--- config.mk ---
export PLATFORM = sky130hd
export DESIGN_NAME = serin_rx_flat
export DESIGN_NICKNAME = d
export VERILOG_FILES = /design/src/rtl/serin_rx_if.sv /design/src/rtl/serin_rx.sv /design/src/flat_wrapper.sv
export SDC_FILE = /design/constraint.sdc
export NUM_CORES = 1
export LEC_CHECK = 0
export CORE_MARGIN = 1.5
export CORE_UTILIZATION = 50
export DETAILED_ROUTE_END_ITERATION = 8
export GPL_TIMING_DRIVEN = 0
export PLACE_DENSITY = 0.76
export SLEW_MARGIN = 20
export SYNTH_ARGS = -nofsm -noshare
export SYNTH_HDL_FRONTEND = slang
export SYNTH_SLANG_ARGS = --single-unit
--- constraint.sdc ---
create_clock -name clk -period 1.8 [get_ports clk]
set_input_delay 0.36 -clock clk [delete_from_list [all_inputs] [get_ports clk]]
set_output_delay 0.36 -clock clk [all_outputs]
set_load 0.005 [all_outputs]
--- src/rtl/serin_rx_if.sv ---
// Serial-input receiver bus bundle.
// Groups the timer strobe, raw pin, interrupt ack and all receiver status outputs.
//   slave  : the receiver (consumes bitTick/sin/irqAck, drives status/data)
//   master : the surrounding POKEY logic (timer, pin, IRQ and SKSTAT side)
interface serin_rx_if;
  logic       bitTick;    // mid-bit sample strobe from timer 4
  logic       sin;        // raw asynchronous serial pin, idle = 1
  logic       irqAck;     // clears the pending-byte flag
  logic       timerSync;  // realign timer 4 to the start edge
  logic [7:0] serinData;  // last received byte (SERIN)
  logic       serinRdy;   // byte-complete pulse (IRQST bit 5)
  logic       sdiOvrun;   // byte completed while previous still pending
  logic       setFramer;  // byte completed with stop bit = 0
  logic       sdiBusy;    // frame in progress
  logic       siDelay;    // synchronized serial input level

  modport slave (
    input  bitTick, sin, irqAck,
    output timerSync, serinData, serinRdy, sdiOvrun, setFramer, sdiBusy, siDelay
  );

  modport master (
    output bitTick, sin, irqAck,
    input  timerSync, serinData, serinRdy, sdiOvrun, setFramer, sdiBusy, siDelay
  );
endinterface

--- src/rtl/serin_rx.sv ---
// POKEY serial-input receiver.
// Deserializes SID frames (start, 8 data bits LSB first, stop) sampled on timer-4
// ticks, holds the byte for SERIN and pulses the serial-input-ready interrupt.
// Ports:
//   clk   : system clock
//   reset : synchronous active-high reset
//   bus   : serin_rx_if.slave (bitTick, sin, irqAck in; timerSync, serinData,
//           serinRdy, sdiOvrun, setFramer, sdiBusy, siDelay out)
module serin_rx (
  input logic        clk,
  input logic        reset,
  serin_rx_if.slave  bus
);

  typedef enum logic [1:0] {StIdle, StStart, StData, StStop} state_e;

  state_e     state_q, state_d;
  logic       sync1_q, siDelay_q, siPrev_q;
  logic [7:0] shreg_q, shreg_d;
  logic [2:0] bitCnt_q, bitCnt_d;
  logic       rxPend_q, rxPend_d;
  logic [7:0] serinData_q, serinData_d;
  logic       timerSync_q, timerSync_d;
  logic       serinRdy_q, serinRdy_d;
  logic       setFramer_q, setFramer_d;
  logic       sdiOvrun_q, sdiOvrun_d;
  logic       sdiBusy_q, sdiBusy_d;
  logic       fallEdge;
  logic       pendAcked;

  assign fallEdge = siPrev_q & ~siDelay_q;
  // Ack is applied before a same-cycle completion looks at the pending flag.
  assign pendAcked = rxPend_q & ~bus.irqAck;

  // State register
  always_ff @(posedge clk) begin
    if (reset) begin
      state_q <= StIdle;
    end else begin
      state_q <= state_d;
    end
  end

  // Next-state logic
  always_comb begin
    state_d = state_q;
    unique case (state_q)
      StIdle:  if (fallEdge) state_d = StStart;
      StStart: if (bus.bitTick) state_d = siDelay_q ? StIdle : StData;
      StData:  if (bus.bitTick && bitCnt_q == 3'd7) state_d = StStop;
      StStop:  if (bus.bitTick) state_d = StIdle;
      default: state_d = StIdle;
    endcase
  end

  // Datapath and registered-output next values
  always_comb begin
    shreg_d     = shreg_q;
    bitCnt_d    = bitCnt_q;
    serinData_d = serinData_q;
    rxPend_d    = pendAcked;
    timerSync_d = 1'b0;
    serinRdy_d  = 1'b0;
    setFramer_d = 1'b0;
    sdiOvrun_d  = 1'b0;
    unique case (state_q)
      StIdle: timerSync_d = fallEdge;
      StStart: begin
        if (bus.bitTick && !siDelay_q) bitCnt_d = 3'd0;
      end
      StData: begin
        if (bus.bitTick) begin
          shreg_d  = {siDelay_q, shreg_q[7:1]};
          bitCnt_d = bitCnt_q + 3'd1;
        end
      end
      StStop: begin
        // A framing error still delivers the byte and marks it pending.
        if (bus.bitTick) begin
          serinData_d = shreg_q;
          serinRdy_d  = 1'b1;
          setFramer_d = ~siDelay_q;
          sdiOvrun_d  = pendAcked;
          rxPend_d    = 1'b1;
        end
      end
      default: ;
    endcase
    sdiBusy_d = (state_d != StIdle);
  end

  always_ff @(posedge clk) begin
    if (reset) begin
      sync1_q     <= 1'b1;
      siDelay_q   <= 1'b1;
      siPrev_q    <= 1'b1;
      shreg_q     <= 8'h00;
      bitCnt_q    <= 3'd0;
      rxPend_q    <= 1'b0;
      serinData_q <= 8'h00;
      timerSync_q <= 1'b0;
      serinRdy_q  <= 1'b0;
      setFramer_q <= 1'b0;
      sdiOvrun_q  <= 1'b0;
      sdiBusy_q   <= 1'b0;
    end else begin
      sync1_q     <= bus.sin;
      siDelay_q   <= sync1_q;
      siPrev_q    <= siDelay_q;
      shreg_q     <= shreg_d;
      bitCnt_q    <= bitCnt_d;
      rxPend_q    <= rxPend_d;
      serinData_q <= serinData_d;
      timerSync_q <= timerSync_d;
      serinRdy_q  <= serinRdy_d;
      setFramer_q <= setFramer_d;
      sdiOvrun_q  <= sdiOvrun_d;
      sdiBusy_q   <= sdiBusy_d;
    end
  end

  assign bus.timerSync = timerSync_q;
  assign bus.serinData = serinData_q;
  assign bus.serinRdy  = serinRdy_q;
  assign bus.setFramer = setFramer_q;
  assign bus.sdiOvrun  = sdiOvrun_q;
  assign bus.sdiBusy   = sdiBusy_q;
  assign bus.siDelay   = siDelay_q;

endmodule

--- src/flat_wrapper.sv ---
// flat-port wrapper written by rule: the top's interface ports become plain ports
module serin_rx_flat 
  (clk, reset, bus_bitTick, bus_sin, bus_irqAck, bus_timerSync, bus_serinData, bus_serinRdy, bus_sdiOvrun, bus_setFramer, bus_sdiBusy, bus_siDelay);
  serin_rx_if bus_i ();
  input logic clk;
  input logic reset;
  input wire logic [$bits(bus_i.bitTick)-1:0] bus_bitTick;
  input wire logic [$bits(bus_i.sin)-1:0] bus_sin;
  input wire logic [$bits(bus_i.irqAck)-1:0] bus_irqAck;
  output wire logic [$bits(bus_i.timerSync)-1:0] bus_timerSync;
  output wire logic [$bits(bus_i.serinData)-1:0] bus_serinData;
  output wire logic [$bits(bus_i.serinRdy)-1:0] bus_serinRdy;
  output wire logic [$bits(bus_i.sdiOvrun)-1:0] bus_sdiOvrun;
  output wire logic [$bits(bus_i.setFramer)-1:0] bus_setFramer;
  output wire logic [$bits(bus_i.sdiBusy)-1:0] bus_sdiBusy;
  output wire logic [$bits(bus_i.siDelay)-1:0] bus_siDelay;
  assign bus_i.bitTick = bus_bitTick;
  assign bus_i.sin = bus_sin;
  assign bus_i.irqAck = bus_irqAck;
  assign bus_timerSync = bus_i.timerSync;
  assign bus_serinData = bus_i.serinData;
  assign bus_serinRdy = bus_i.serinRdy;
  assign bus_sdiOvrun = bus_i.sdiOvrun;
  assign bus_setFramer = bus_i.setFramer;
  assign bus_sdiBusy = bus_i.sdiBusy;
  assign bus_siDelay = bus_i.siDelay;
  serin_rx u_core (.clk(clk), .reset(reset), .bus(bus_i));
endmodule
== Word level (Yosys, flattened, before mapping) ==
Index checks and enable logic that the tools add are counted.
Storage, ports and cells
  flip-flop bits (word level): 30
  input port bits: 5
Operators by class
  add/sub/neg operators: 1
  eq/ne operators: 6
  multiplexer cells: 12
  bitwise operators: 7
  reductions and logical operators: 12
Operators by type and width (number)
  2-bit 2-to-1 mux: 5
  2-bit one-hot mux with 4 select lines: 1
  3-bit 2-to-1 mux: 2
  3-bit one-hot mux with 2 select lines: 1
  1-bit inverter: 5
  2-bit equality test, second input constant: 2
  2-bit AND reduction: 2
  2-bit nonzero test: 2
  2-bit OR reduction: 2
  3-bit by 1-bit adder with 3-bit output, second input constant: 1
  3-bit equality test, second input constant: 1
  1-bit 2-to-1 mux: 3
  3-bit AND reduction: 1
  3-bit OR reduction: 1
  1-bit bitwise AND: 2
  2-bit by 1-bit equality test with 1-bit output, second input constant: 1
  1-bit logical AND: 2
  2-bit logical NOT: 1
  2-bit by 1-bit inequality test with 1-bit output, second input constant: 1
  2-bit inequality test, second input constant: 1
  1-bit logical NOT: 1

== Depth between registers and ports, before layout ==
Gate-level depths: netlist of run 1.
  depth in word-level cells: 5
  mapped depth: 4
  mapped depth without buffers: 4

== Worst setup path after synthesis of run 1 ==
Ideal clock, no wire load.
  kind: register -> register
  start point: reg u_core.bitCnt_q[0]
  end point: reg u_core.sdiBusy_q, in the netlist u_core.bus.sdiBusy
  data arrival time: 917 ps
  data required time: 1672 ps
  slack: 756 ps
  stages on the path, launching flop included: 5
  path buffers: 0
  period minus slack after synthesis: 1044 ps
  path through: dfxtp_1 > ha_1 > ha_1 > a21oi_1 > o32ai_1
Between the ends
  word-level cells in the longest chain between the ends: 5
RTL lines
  start: declaration: line serin_rx.sv:20  | logic [2:0] bitCnt_q, bitCnt_d;
  start signal: assignment: line serin_rx.sv:111  | bitCnt_q <= bitCnt_d;
  3-bit equality test: line serin_rx.sv:50  | StData: if (bus.bitTick && bitCnt_q == 3'd7) state_d = StStop;
  1-bit logical AND: line serin_rx.sv:50
  2-bit 2-to-1 mux: line serin_rx.sv:50
  2-bit one-hot mux with 4 select lines: line serin_rx.sv:47  | unique case (state_q)
  2-bit nonzero test: line serin_rx.sv:89  | sdiBusy_d = (state_d != StIdle);
  end signal: assignment: line serin_rx.sv:118  | sdiBusy_q <= sdiBusy_d;
  end: declaration: line serin_rx.sv:27  | logic sdiBusy_q, sdiBusy_d;
No other way between the ends.
A chain may end at the register's enable or synchronous reset.

== Worst setup path after layout of run 1 ==
  start point: reg u_core.siDelay_q, in the netlist u_core.bus.siDelay
  end point: out bus_siDelay
RTL lines
  start: declaration: line serin_rx.sv:18  | logic sync1_q, siDelay_q, siPrev_q;
  start signal: assignment: line serin_rx.sv:108  | siDelay_q <= sync1_q;
  end: declaration: line flat_wrapper.sv:16  | output wire logic [$bits(bus_i.siDelay)-1:0] bus_siDelay;
No word-level cell between the ends.

==> metrics.yaml, run 1 <==
synth_edf_count: 0
wl_mm: 2.048
ctsResizeCount: 0
rsz0062_at_grt: "false"
yosysMostFrequentCell: "nand2_1"
fp-row-count: 16
globalRouteOverflowTotal: 0
slew_viol_final: 0
path_cells: "clkdlybuf4s50_1"
wire_per_inst_um: 11.84
syn_to_final_growth_pct: 26.20
place_hpwl_mm: 1.377
layout_min_cycle_time_ps: 1684
cts_tree: "done"
syn_inst: 120
hold_viol: 0
crit_path_end_kind: "output pin"
core_um2: 2042
first_pass_iters: 4
viasPerCell: 5.052
numCtsBuffers: 5
fin_crit_sh: 0.9355
synth-async-reset-ratio: 0
worst-setup-path-type: "reg -> out"
worst_pin_slew_ps: 550.7
die_x_um: 50.27
portBuffers: 18
num-nets-final: 152
ys_seq_area_frac: 0.5375
cp_top_family: "buffers and inverters"
grt_max_degree: 11
grtUsageTotal: 0.1908
synthesis.nets: 127
dieArea_um2: 2527
start_kind: "register"
synth.area.top_cells: "dfxtp_1 54%, nand2_1 12%, a21oi_2 7.8%, a21oi_1 4.5%, ha_1 2.2%"
netlist_area_um2: 1117
crit_arrival_ps: 1320
relSlewSlack: 0.6329
grt_first_pass_wirelength_mm: 3.463
placed_area_um2: 1331
fin_setup_tns_ps: 0
n_antenna_cell: 0
synth_top_cell_by_area: "dfxtp_1"
synth_cell_type_count: 26
antenna_found_initial: 0
finalInstanceArea_um2: 1410
clock_sinks: 30
synth_seq_cells: 30
synth_ff_type: "dfxtp_1"
synth.avg_cell_area_um2: 9.311
max_freq_ghz: 0.5939
clk_latency_ps: 330
fillers: 187
crit_path_max_fanout: 6
ios: 19
finClkSkew_ps: 8.929
drtAntennaViolNets: 0
drc: 0
finalSetupViolations: 0
ys_top_cells_by_count: "35 x nand2_1, 30 x dfxtp_1, 10 x a21oi_1, 10 x a21oi_2"
clk_path_buf_depth: 2
critPathMaxStageDelay_ps: 540
min_path_type: "reg -> reg"
drive_gt1_frac: 0.2055
cap_violations: 0
die-height_um: 50.27
drtIter0Drc: 6
holdBufCountCts: 0
crit_required_ps: 1440
p_leak_nw: 0.4916
htree_levels: 2
yosysTopAreaCellShare: 0.5375
grt_pass1_vias: 775
cts.reportedPaths.clkPinSlew_ps: 90
p_per_area_nw_per_um2: 858.1
register_area_um2: 600.6
irDropWorstVdd_mv: 0.8450
place.gp.congestion: 0.6884
ys_warn_count: 0
multi_input_area_um2: 467.9
path_buf_inv: 1
root_buffer: "clkbuf_4"
start_util: 0.5472
via_count: 874
postCtsSetupRepairBufs: 0
status: "finished clean"
cp_slowest_cell: "clkdlybuf4s50_1"
[cells in the final DEF, fill, tap and decap left out, types with 2 or more instances in the layout]
master           count
or2_2                3
nand2_1             35
dfxtp_1             30
nor2_1               3
nor3_2               2
clkdlybuf4s50_1     18
clkbuf_8             3
nand3_1              3
a21oi_1             10
buf_2                3
a21oi_2             10
buf_6                2
clkbuf_4             5
nor3_1               2
ha_1                 2
nand2b_1             2
[metal layers]
metal  vias up  global-route usage  share of wire
li1        449                   -              -
met1       401              0.2414           0.49
met2        17              0.2763           0.45
met3         7             0.06250          0.039
met4         0              0.1250          0.023
met5         -                   0              0
[registers in the layout, indices dropped and copies added, names as in the netlist]
register	count
u_core.bus.siDelay	1
u_core.bus.serinData	8
u_core.bus.timerSync	1
u_core.bus.sdiOvrun	1
u_core.sync1_q	1
u_core.bus.setFramer	1
u_core.rxPend_q	1
u_core.bus.sdiBusy	1
u_core.bitCnt_q	3
u_core.siPrev_q	1
u_core.bus.serinRdy	1
u_core.shreg_q	8
u_core.state_q	2
[power by group]
| part | total (mW) | leakage [nW] | internal, mW | switching, mW |
|---|---|---|---|---|
| clock network | 0.491 | 0.0446 | 0.267 | 0.225 |
| logic | 0.0436 | 0.204 | 0.0216 | 0.0220 |
| registers | 0.675 | 0.242 | 0.669 | 0.00548 |
| total | 1.21 | 0.492 | 0.958 | 0.252 |
[layout make-up]
type / count / area share
multi-input combinational: 83 / 0.3319
sequential: 30 / 0.4259
timing repair buffer: 18 / 0.1278
clock buffer: 8 / 0.05590
buffer: 7 / 0.03461
tap: 27 / 0.02396
[path summary, 6_finish.rpt]
path	cells past startpoint	slack, ps	end	start
setup / recovery	1	120	bus_siDelay	u_core.bus.siDelay
setup reg to reg	3	630	u_core.bus.sdiBusy	u_core.state_q[1]
hold / removal	1	410	u_core.bus.siDelay	u_core.sync1_q
hold reg to reg	1	410	u_core.bus.siDelay	u_core.sync1_q
[through the flow]
stage / instances / hold WS (ps) / util / setup slack [ps] / total power, mW
2_1_floorplan: 120 / 389.5 / - / 755.5 / 0.7115
3_3_place_gp: 165 / 401.5 / 0.6520 / 203.1 / 0.7331
3_5_place_dp: 165 / 394.1 / 0.6520 / 174.6 / 0.7342
4_1_cts: 173 / 415.0 / 0.6906 / 105.1 / 1.217
5_1_grt: 173 / 436.1 / 0.6906 / 38.97 / 1.248
6_report: 173 / 414.3 / 0.6906 / 116.1 / 1.210
[kinds of logic (layout without fill, tap and decap cells)]
logic type,Yosys count,count (layout),synth area share
AOI/OAI and AO/OA,23,23,0.1445
buffers and inverters,7,33,0.04367
DFF,30,30,0.5375
and+or+nand+nor,58,58,0.2520
adders and majority gates,2,2,0.02239
No activity file was read; power rests on OpenSTA's default activity.
==> run 2, diff against run 1 <==
TNS_END_PERCENT = 1   (was default)
==> results of run 2 <==
Final layout, timing and power as in run 1 (identical DEF).
==> run 3, diff against run 2 <==
GPL_ROUTABILITY_DRIVEN = 0   (was default)
==> results of run 3 <==
Final layout, timing and power as in run 1 (identical DEF).
